==> config.mk <==
export PLATFORM = sky130hd
export DESIGN_NAME = spi_pwm_config_rx_flat
export DESIGN_NICKNAME = d
export VERILOG_FILES = /design/src/rtl/spi_pwm_config_rx_pkg.sv /design/src/rtl/spi_pwm_config_rx_if.sv /design/src/rtl/spi_pwm_config_rx_sync_edge.sv /design/src/rtl/spi_pwm_config_rx.sv /design/src/flat_wrapper.sv
export SDC_FILE = /design/constraint.sdc
export NUM_CORES = 1
export LEC_CHECK = 0
export CELL_PAD_IN_SITES_DETAIL_PLACEMENT = 1
export CELL_PAD_IN_SITES_GLOBAL_PLACEMENT = 2
export CORE_MARGIN = 4
export CORE_UTILIZATION = 40
export DETAILED_ROUTE_END_ITERATION = 16
export DONT_BUFFER_PORTS = 1
export PLACE_DENSITY_LB_ADDON = 0.1
export SETUP_SLACK_MARGIN = 0.02
export SYNTH_ARGS = -nofsm -noshare
export SYNTH_HDL_FRONTEND = slang
export SYNTH_SLANG_ARGS = --single-unit
export TNS_END_PERCENT = 5
==> constraint.sdc <==
create_clock -name clk -period 1.65 [get_ports clk]
set_input_delay 0.33 -clock clk [delete_from_list [all_inputs] [get_ports clk]]
set_output_delay 0.33 -clock clk [all_outputs]
set_load 0.01 [all_outputs]
==> src/rtl/spi_pwm_config_rx_pkg.sv <==
// Shared defaults, FSM state type and derived widths for the SPI duty-frame receiver.
package spi_pwm_config_rx_pkg;

    localparam int unsigned NUM_CHANNELS_DEF = 7;
    localparam int unsigned DUTY_WIDTH_DEF   = 3;
    localparam int unsigned FRAME_BITS_DEF   = NUM_CHANNELS_DEF * DUTY_WIDTH_DEF;
    // Counter must reach FRAME_BITS+1 so overlong frames stay distinguishable.
    localparam int unsigned CNT_W_DEF        = $clog2(FRAME_BITS_DEF + 2);

    typedef enum logic {
        IDLE   = 1'b0,
        ACTIVE = 1'b1
    } rx_state_e;

endpackage : spi_pwm_config_rx_pkg

==> src/rtl/spi_pwm_config_rx_if.sv <==
// SPI pins plus committed duty bus shared between a bus driver and the receiver.
//   sclk, mosi, cs_n : SPI mode-0 pins (asynchronous to clk)
//   duty             : committed duty values, channel i at [i*DUTY_WIDTH +: DUTY_WIDTH]
//   update           : one-cycle pulse when duty changes
//   frame_error      : one-cycle pulse when a frame is discarded
interface spi_pwm_config_rx_if
    import spi_pwm_config_rx_pkg::*;
#(
    parameter int unsigned NUM_CHANNELS = NUM_CHANNELS_DEF,
    parameter int unsigned DUTY_WIDTH   = DUTY_WIDTH_DEF
);
    logic                                 sclk;
    logic                                 mosi;
    logic                                 cs_n;
    logic [NUM_CHANNELS*DUTY_WIDTH-1:0]   duty;
    logic                                 update;
    logic                                 frame_error;

    modport master (
        output sclk, mosi, cs_n,
        input  duty, update, frame_error
    );

    modport slave (
        input  sclk, mosi, cs_n,
        output duty, update, frame_error
    );
endinterface : spi_pwm_config_rx_if

==> src/rtl/spi_pwm_config_rx_sync_edge.sv <==
// Two-flop synchronizer plus edge-detect flop for one asynchronous pin.
//   clk, reset  : system clock, synchronous active-high reset
//   din         : asynchronous pin
//   level       : synchronized level
//   rise_c      : synchronized rising edge (combinational, one cycle)
//   fall_c      : synchronized falling edge (combinational, one cycle)
module spi_pwm_config_rx_sync_edge #(
    parameter logic RESET_LEVEL = 1'b0
) (
    input  logic clk,
    input  logic reset,
    input  logic din,
    output logic level,
    output logic rise_c,
    output logic fall_c
);

    logic       s1_q, s1_d;
    logic       s2_q, s2_d;
    logic       s3_q, s3_d;
    // Marks which pipeline stages hold real samples rather than reset levels,
    // so a pin already away from its idle level at reset release is not
    // mistaken for a fresh edge.
    logic [2:0] fill_q, fill_d;

    // Next-state for the synchronizer pipeline.
    always_comb begin
        s1_d   = din;
        s2_d   = s1_q;
        s3_d   = s2_q;
        fill_d = {fill_q[1:0], 1'b1};
    end

    // Pipeline registers.
    always_ff @(posedge clk) begin
        if (reset) begin
            s1_q   <= RESET_LEVEL;
            s2_q   <= RESET_LEVEL;
            s3_q   <= RESET_LEVEL;
            fill_q <= 3'b000;
        end else begin
            s1_q   <= s1_d;
            s2_q   <= s2_d;
            s3_q   <= s3_d;
            fill_q <= fill_d;
        end
    end

    assign level  = s2_q;
    assign rise_c = fill_q[2] &  s2_q & ~s3_q;
    assign fall_c = fill_q[2] & ~s2_q &  s3_q;

endmodule : spi_pwm_config_rx_sync_edge

==> src/rtl/spi_pwm_config_rx.sv <==
// SPI mode-0 slave that assembles one frame of per-channel duty values and
// commits it atomically when exactly FRAME_BITS bits arrived between the
// cs_n fall and rise; any other length is discarded and flagged.
//   clk, reset  : system clock, synchronous active-high reset
//   bus (slave) : sclk/mosi/cs_n in, duty/update/frame_error out
module spi_pwm_config_rx
    import spi_pwm_config_rx_pkg::*;
#(
    parameter int unsigned NUM_CHANNELS = NUM_CHANNELS_DEF,
    parameter int unsigned DUTY_WIDTH   = DUTY_WIDTH_DEF
) (
    input  logic                clk,
    input  logic                reset,
    spi_pwm_config_rx_if.slave  bus
);

    localparam int unsigned FRAME_BITS = NUM_CHANNELS * DUTY_WIDTH;
    localparam int unsigned CNT_W      = $clog2(FRAME_BITS + 2);

    logic sclk_level, sclk_rise_c, sclk_fall_c;
    logic cs_level, cs_rise_c, cs_fall_c;
    logic mosi_level, mosi_rise_c, mosi_fall_c;

    spi_pwm_config_rx_sync_edge #(.RESET_LEVEL(1'b0)) u_sync_sclk (
        .clk    (clk),
        .reset  (reset),
        .din    (bus.sclk),
        .level  (sclk_level),
        .rise_c (sclk_rise_c),
        .fall_c (sclk_fall_c)
    );

    spi_pwm_config_rx_sync_edge #(.RESET_LEVEL(1'b1)) u_sync_cs (
        .clk    (clk),
        .reset  (reset),
        .din    (bus.cs_n),
        .level  (cs_level),
        .rise_c (cs_rise_c),
        .fall_c (cs_fall_c)
    );

    spi_pwm_config_rx_sync_edge #(.RESET_LEVEL(1'b0)) u_sync_mosi (
        .clk    (clk),
        .reset  (reset),
        .din    (bus.mosi),
        .level  (mosi_level),
        .rise_c (mosi_rise_c),
        .fall_c (mosi_fall_c)
    );

    // Sync outputs that this block has no use for.
    logic unused_sync;
    assign unused_sync = ^{sclk_level, sclk_fall_c, cs_level, mosi_rise_c, mosi_fall_c};

    rx_state_e              state_q, state_d;
    logic [CNT_W-1:0]       cnt_q, cnt_d;
    logic [FRAME_BITS-1:0]  shift_q, shift_d;
    logic [FRAME_BITS-1:0]  duty_q, duty_d;
    logic                   update_q, update_d;
    logic                   frame_error_q, frame_error_d;

    // Next-state and output logic; cs_n rise wins over a coincident sclk rise.
    always_comb begin
        state_d       = state_q;
        cnt_d         = cnt_q;
        shift_d       = shift_q;
        duty_d        = duty_q;
        update_d      = 1'b0;
        frame_error_d = 1'b0;

        unique case (state_q)
            IDLE: begin
                if (cs_fall_c) begin
                    state_d = ACTIVE;
                    cnt_d   = '0;
                    shift_d = '0;
                end
            end
            ACTIVE: begin
                if (cs_rise_c) begin
                    state_d = IDLE;
                    if (cnt_q == CNT_W'(FRAME_BITS)) begin
                        duty_d   = shift_q;
                        update_d = 1'b1;
                    end else begin
                        frame_error_d = 1'b1;
                    end
                end else if (sclk_rise_c) begin
                    shift_d = {shift_q[FRAME_BITS-2:0], mosi_level};
                    // Saturate one past a full frame to keep overlong frames visible.
                    if (cnt_q != CNT_W'(FRAME_BITS + 1)) begin
                        cnt_d = cnt_q + CNT_W'(1);
                    end
                end
            end
            default: state_d = IDLE;
        endcase
    end

    // State and datapath registers.
    always_ff @(posedge clk) begin
        if (reset) begin
            state_q       <= IDLE;
            cnt_q         <= '0;
            shift_q       <= '0;
            duty_q        <= '0;
            update_q      <= 1'b0;
            frame_error_q <= 1'b0;
        end else begin
            state_q       <= state_d;
            cnt_q         <= cnt_d;
            shift_q       <= shift_d;
            duty_q        <= duty_d;
            update_q      <= update_d;
            frame_error_q <= frame_error_d;
        end
    end

    assign bus.duty        = duty_q;
    assign bus.update      = update_q;
    assign bus.frame_error = frame_error_q;

endmodule : spi_pwm_config_rx

==> src/flat_wrapper.sv <==
// flat-port wrapper written by rule: the top's interface ports become plain ports
module spi_pwm_config_rx_flat import spi_pwm_config_rx_pkg::*;
#(
    parameter int unsigned NUM_CHANNELS = NUM_CHANNELS_DEF,
    parameter int unsigned DUTY_WIDTH   = DUTY_WIDTH_DEF
)
  (clk, reset, bus_sclk, bus_mosi, bus_cs_n, bus_duty, bus_update, bus_frame_error);
  spi_pwm_config_rx_if #(.NUM_CHANNELS(NUM_CHANNELS), .DUTY_WIDTH(DUTY_WIDTH)) bus_i ();
  input  logic clk;
  input  logic reset;
  input wire logic [$bits(bus_i.sclk)-1:0] bus_sclk;
  input wire logic [$bits(bus_i.mosi)-1:0] bus_mosi;
  input wire logic [$bits(bus_i.cs_n)-1:0] bus_cs_n;
  output wire logic [$bits(bus_i.duty)-1:0] bus_duty;
  output wire logic [$bits(bus_i.update)-1:0] bus_update;
  output wire logic [$bits(bus_i.frame_error)-1:0] bus_frame_error;
  assign bus_i.sclk = bus_sclk;
  assign bus_i.mosi = bus_mosi;
  assign bus_i.cs_n = bus_cs_n;
  assign bus_duty = bus_i.duty;
  assign bus_update = bus_i.update;
  assign bus_frame_error = bus_i.frame_error;
  spi_pwm_config_rx #(.NUM_CHANNELS(NUM_CHANNELS), .DUTY_WIDTH(DUTY_WIDTH)) u_core (.clk(clk), .reset(reset), .bus(bus_i));
endmodule
; Word-level counts from Yosys, hierarchy flattened
; Cells that the tools add are included.
[word_totals]
reg_bits = 64
input_bits = 5
out_inout_bits = 23
elab_cells = 56
[classes]
addsub = 1
eq_ne = 6
muxes = 16
n_bitwise = 11
n_reduce_logical = 4
[op_table]
columns = operator, n
row1 = $mux 21, 3
row2 = $pmux 21 s2, 1
row3 = $mux 5, 4
row4 = $pmux 5 s2, 1
row5 = $and 1x1->1, 6
row6 = $mux 1, 6
row7 = $reduce_and 3->1, 2
row8 = $add 5x1->5 const B, 1
row9 = $eq 5x5->1 const B, 1
row10 = $ne 5x5->1 const B, 1
row11 = $not 1->1, 5
row12 = $ne 2x1->1 const B, 2
row13 = $ne 2x2->1 const B, 2
row14 = $reduce_and 4->1, 1
row15 = $reduce_or 3->1, 1
row16 = $pmux 1 s2, 1

; Longest topological paths before layout
[logic_depth]
depth_word = 5
ltp_mapped = 7
ltp_nobuf = 6

; By module
; A second synthesis with hierarchy kept.
[unflattened]
hier_cells = 277
hier_area_um2 = 2616.3
[modules_own_cells]
columns = module, instances, cells_per_inst, area_per_inst_um2, seq_area_each_um2
row1 = spi_pwm_config_rx, 1, 235, 2098.3, 1001.0
row2 = spi_pwm_config_rx_sync_edge, 3, 14, 172.7, 120.1

; Least setup slack after synthesis
; Ideal clock, no wire load.
[synth_path]
path_kind = flip-flop to flip-flop
start = reg u_core.cnt_q[0]
end = reg u_core.duty_q[0] (netlist: u_core.bus.duty[0])
setup_time_ns = 0.128
arrival_ns = 1.280
t_required_ns = 1.522
path_slack_ns = 0.243
path_stages_with_launch = 7
n_path_buf = 1
period_less_slack_ns = 1.407
cell_sequence = dfxtp_1 > ha_1 > nand4b_1 > nor2_2 > buf_4 > mux2i_1 > nor2_1
[synth_between]
elab_chain_len = 2
[synth_rtl]
columns = element, line_no
row1 = "start, declared", spi_pwm_config_rx.sv:56  ; logic [CNT_W-1:0] cnt_q, cnt_d;
row2 = "start signal, assigned", spi_pwm_config_rx.sv:111  ; cnt_q <= cnt_d;
row3 = $eq 5x5->1, spi_pwm_config_rx.sv:82  ; if (cnt_q == CNT_W'(FRAME_BITS)) begin
row4 = $reduce_and 3->1 (no source line), n/a
row5 = "end signal, assigned", spi_pwm_config_rx.sv:113  ; duty_q <= duty_d;
row6 = "end, declared", spi_pwm_config_rx.sv:58  ; logic [FRAME_BITS-1:0] duty_q, duty_d;
; Every way passes these cells.
; A chain may end at the register's enable or synchronous reset.

; Worst setup path in the final report
[layout_path]
start = reg u_core.cnt_q[1]
end = reg u_core.duty_q[11] (netlist: u_core.bus.duty[11])
; The elaborated chain is that of the path after synthesis.

==> results.md <==
* Status: finished clean
* Layout area overhead at 17.4%
* CP max FO at 5
* Routed wire per std cell at 17.1 µm
* Total GRT Usage at 14.4%
* Wire length on met2 at 2370 µm
* Total Nets Final at 215
* Detailed-route via count at 1,495
* Comb power frac at 1.2%
* Most frequent cell after synthesis: dfxtp_1
* Critical path required time at 1.87 ns
* Setup TNS at 0 ns
* Vias in the first global route at 1,498
* Tightest hold margin at 0.0652 ns
* CP arrival at 1.78 ns
* Largest net degree at the start of global routing at 41
* Largest cells by area after synthesis: dfxtp_1, mux2i_1, a22o_1, nor2_1, buf_6
* Row Count at 26
* Post-route cell area at 2580 µm²
* Initial Util at 42.3%
* WHS Path Cells at 1
* Unrepaired setup endpoints after global routing: true
* Max-cap viol count at 0
* CP Cell Sequence: inv_4 -> ha_4 -> nand4b_1 -> nor2_4 -> clkbuf_16 -> mux2i_1 -> nor2_1
* Core ar. at 5200 µm²
* WP buf/inv at 2
* IO Count at 28
* Static Leakage at 0.916 nW
* Top Metal Used: met4
* # port buffers at 0
* Tmin final at 1.56 ns
* Synth area leader: dfxtp_1
* Sequential fraction of the synthesis area at 55.5%
* Residual DRC at 0
* Clk slew on worst S/H paths at 0.07 ns
* DP Area at 2240 µm²
* WL final at 4780 µm
* Final setup fails at 0
* Ant diodes at 0
* Crit path launch: u_core.cnt_q[1]
* Hold Crit Class: in -> reg
* Setup CP Type: reg -> reg
* Worst setup SP type: register
* First-pass GRT wire length at 7090 µm
* Multi-input logic area at 902 µm²
* Syn avg cell area at 11.2 µm²
* Synth warnings at 0
* Mapped Cells at 196
* M1 WL at 2020 µm
* R2R cell count at 7
* Starting DRC count in detailed routing at 51
* Total gr overflow at 0
* Worst-Skew Late Latency at 0.33 ns
* Synth Register Bits at 61
* Period utilization at 94.5%
* DR vias/cell at 5.34
* Reg2Reg Capture Point: u_core.bus.duty[11]
* Pwr/cell area at 1110 nW/µm²
* Worst Tran Pin Value at 0.532 ns
* Seq pwr share at 52.1%
* Critical path's top delay family: simple AND/OR/NAND/NOR gates
* Worst Setup EP: u_core.bus.duty[11]
* Relative slew slack at 64.4%
* CP endpoint kind: register
* CTS tree: done
* Pint at 2.30 mW
* Total CTS buffers at 9
* Placer's final routability congestion estimate at 0.776
* Detailed Routing Iterations Pass 1 at 4
* R2R setup slack at 0.09 ns
* Initial antenna violation count at 0
* Fin. max-slew vios at 0
* FMAX at 642 MHz
* CTS max path bufs at 2
* Mapped Nets at 204
* Layout cell share with drive strength beyond 1 at 20.5%
* Yosys top cell area share at 55.5%
* Overall Power at 2.86 mW
* H-tree levels at 3
* Root buffer cell: clkbuf_8
* Net Sw Frac at 19.5%
* Die area at 6750 µm²
* Post-Syn Area at 2200 µm²
* Register area at 1230 µm²
* Worst VDD drop at 0.000663 V
* Hold Crit Start: reset
* Clk sinks at 61
* Max Clock Skew at 0.00887 ns
* Die W at 82.2 µm
* RR Startpoint: u_core.cnt_q[1]
* Final Hold Viols at 0
* Async set-reset flop share out of synthesis at 0%
* CP max stage cell: dfxtp_4
* Post-DP HPWL at 2840 µm
* Crit-path max cell delay at 0.35 ns
* Synth cell types at 37
* Clock power frac at 46.7%
* Worst path depth at 7
* Die span in y at 82.2 µm
* Commonest cells in the synthesized netlist: dfxtp_1, nor2_1, mux2i_1
* Top_reg_cell synth: dfxtp_1
* Number of synthesized flops with an enable pin at 0
* Filler cell count at 559
* DRT antenna net count at 0
* Net switching power at 557 µW
* Met3 wire len at 218 µm
-- cell usage in the layout (no fill, tap or decap), types with 2 or more instances in the layout --
cell type / netlist / final
buf_4: 2 / 6
a21oi_1: 2 / 2
mux2i_1: 22 / 20
dfxtp_2: 0 / 2
mux2i_2: 0 / 2
a22o_1: 20 / 20
nand4_1: 2 / 2
nor2_1: 25 / 25
buf_6: 5 / 2
clkbuf_16: 0 / 2
nand3_1: 4 / 4
clkbuf_8: 0 / 12
nand2b_1: 2 / 2
inv_1: 6 / 5
dfxtp_4: 0 / 2
nand2_1: 3 / 3
dfxtp_1: 61 / 57
nand4b_1: 2 / 2
nor3_1: 3 / 3
nor2b_1: 8 / 8
or2_2: 3 / 3
ha_1: 3 / 2
-- stage by stage --
| stage | utilization [%] | setup slack, ns | instances |
|---|---|---|---|
| after global routing | 49.6 | 0.00382 | 280 |
| after CTS | 47.1 | 0.0371 | 273 |
| after detailed placement | 43.1 | -0.0331 | 259 |
| final | 49.6 | 0.0915 | 280 |
| after global placement | 43.1 | 0.0149 | 259 |
| after floorplan | - | 0.243 | 196 |
-- power groups by stage --
stage / Clock (mW) / Sequential, mW / Combinational [mW]
detailed placement: 0 / 1.52 / 0.0336
global placement: 0 / 1.52 / 0.0328
CTS: 1.38 / 1.49 / 0.0351
finish: 1.34 / 1.49 / 0.0345
floorplan: 0 / 1.52 / 0.0440
global route: 1.45 / 1.49 / 0.0379
-- worst register-to-register path, stage by stage (launching register included) --
cell	delay [ns]
dfxtp_4	0.35
inv_4	0.06
ha_4	0.12
nand4b_1	0.18
nor2_4	0.29
clkbuf_16	0.22
mux2i_1	0.19
nor2_1	0.05
-- layout make-up --
cell class / instances / share of cell area [%]
inverters: 6 / 0.969
multi-input cells: 118 / 34.9
well taps: 70 / 3.39
clock buffers: 13 / 6.54
flip-flops and latches: 61 / 47.7
clock inverters: 1 / 1.16
repair buffers: 11 / 5.33
-- worst min path at each step --
stage,end,slack [ns]
floorplan,u_core.u_sync_cs.level,0.39
global placement,u_core.u_sync_sclk.level,0.41
detailed placement,u_core.u_sync_cs.level,0.41
CTS,u_core.u_sync_mosi.level,0.04
global route,u_core.u_sync_sclk.s1_q,0.04
finish,u_core.bus.duty[20],0.07
-- sequential cells by signal (all words and copies together), names as in the netlist --
name / cells
u_core.bus.duty: 21
u_core.shift_q: 21
u_core.cnt_q: 5
u_core.u_sync_cs.fill_q: 3
u_core.bus.frame_error: 1
u_core.bus.update: 1
u_core.state_q: 1
u_core.u_sync_cs.level: 1
u_core.u_sync_cs.s1_q: 1
u_core.u_sync_cs.s3_q: 1
u_core.u_sync_mosi.level: 1
u_core.u_sync_mosi.s1_q: 1
u_core.u_sync_sclk.level: 1
u_core.u_sync_sclk.s1_q: 1
u_core.u_sync_sclk.s3_q: 1
-- routing by layer --
layer | vias up | global-route usage (%)
met5 | - | 0
met4 | 0 | 9.63
met3 | 13 | 5.97
met2 | 36 | 22.5
met1 | 732 | 16.1
li1 | 714 | -
-- cells by family after synthesis --
group,Yosys count,share of synthesized area (%)
multiplexers,22,10.0
AND/OR/NAND/NOR,62,15.8
buffers and inverters,17,4.95
adder cells (fa/ha/maj),3,1.71
AO/OA/AOI/OAI,31,12.0
flip-flops,61,55.5
-- what timing repair did --
action	CTS	global route
gates cloned	0	3
pin swaps	0	3
hold buffers	0	0
resized for setup	1	14
setup endpoints to repair	21	41
setup buffers	0	4
Note: power is estimated with default switching activity, not from simulation.
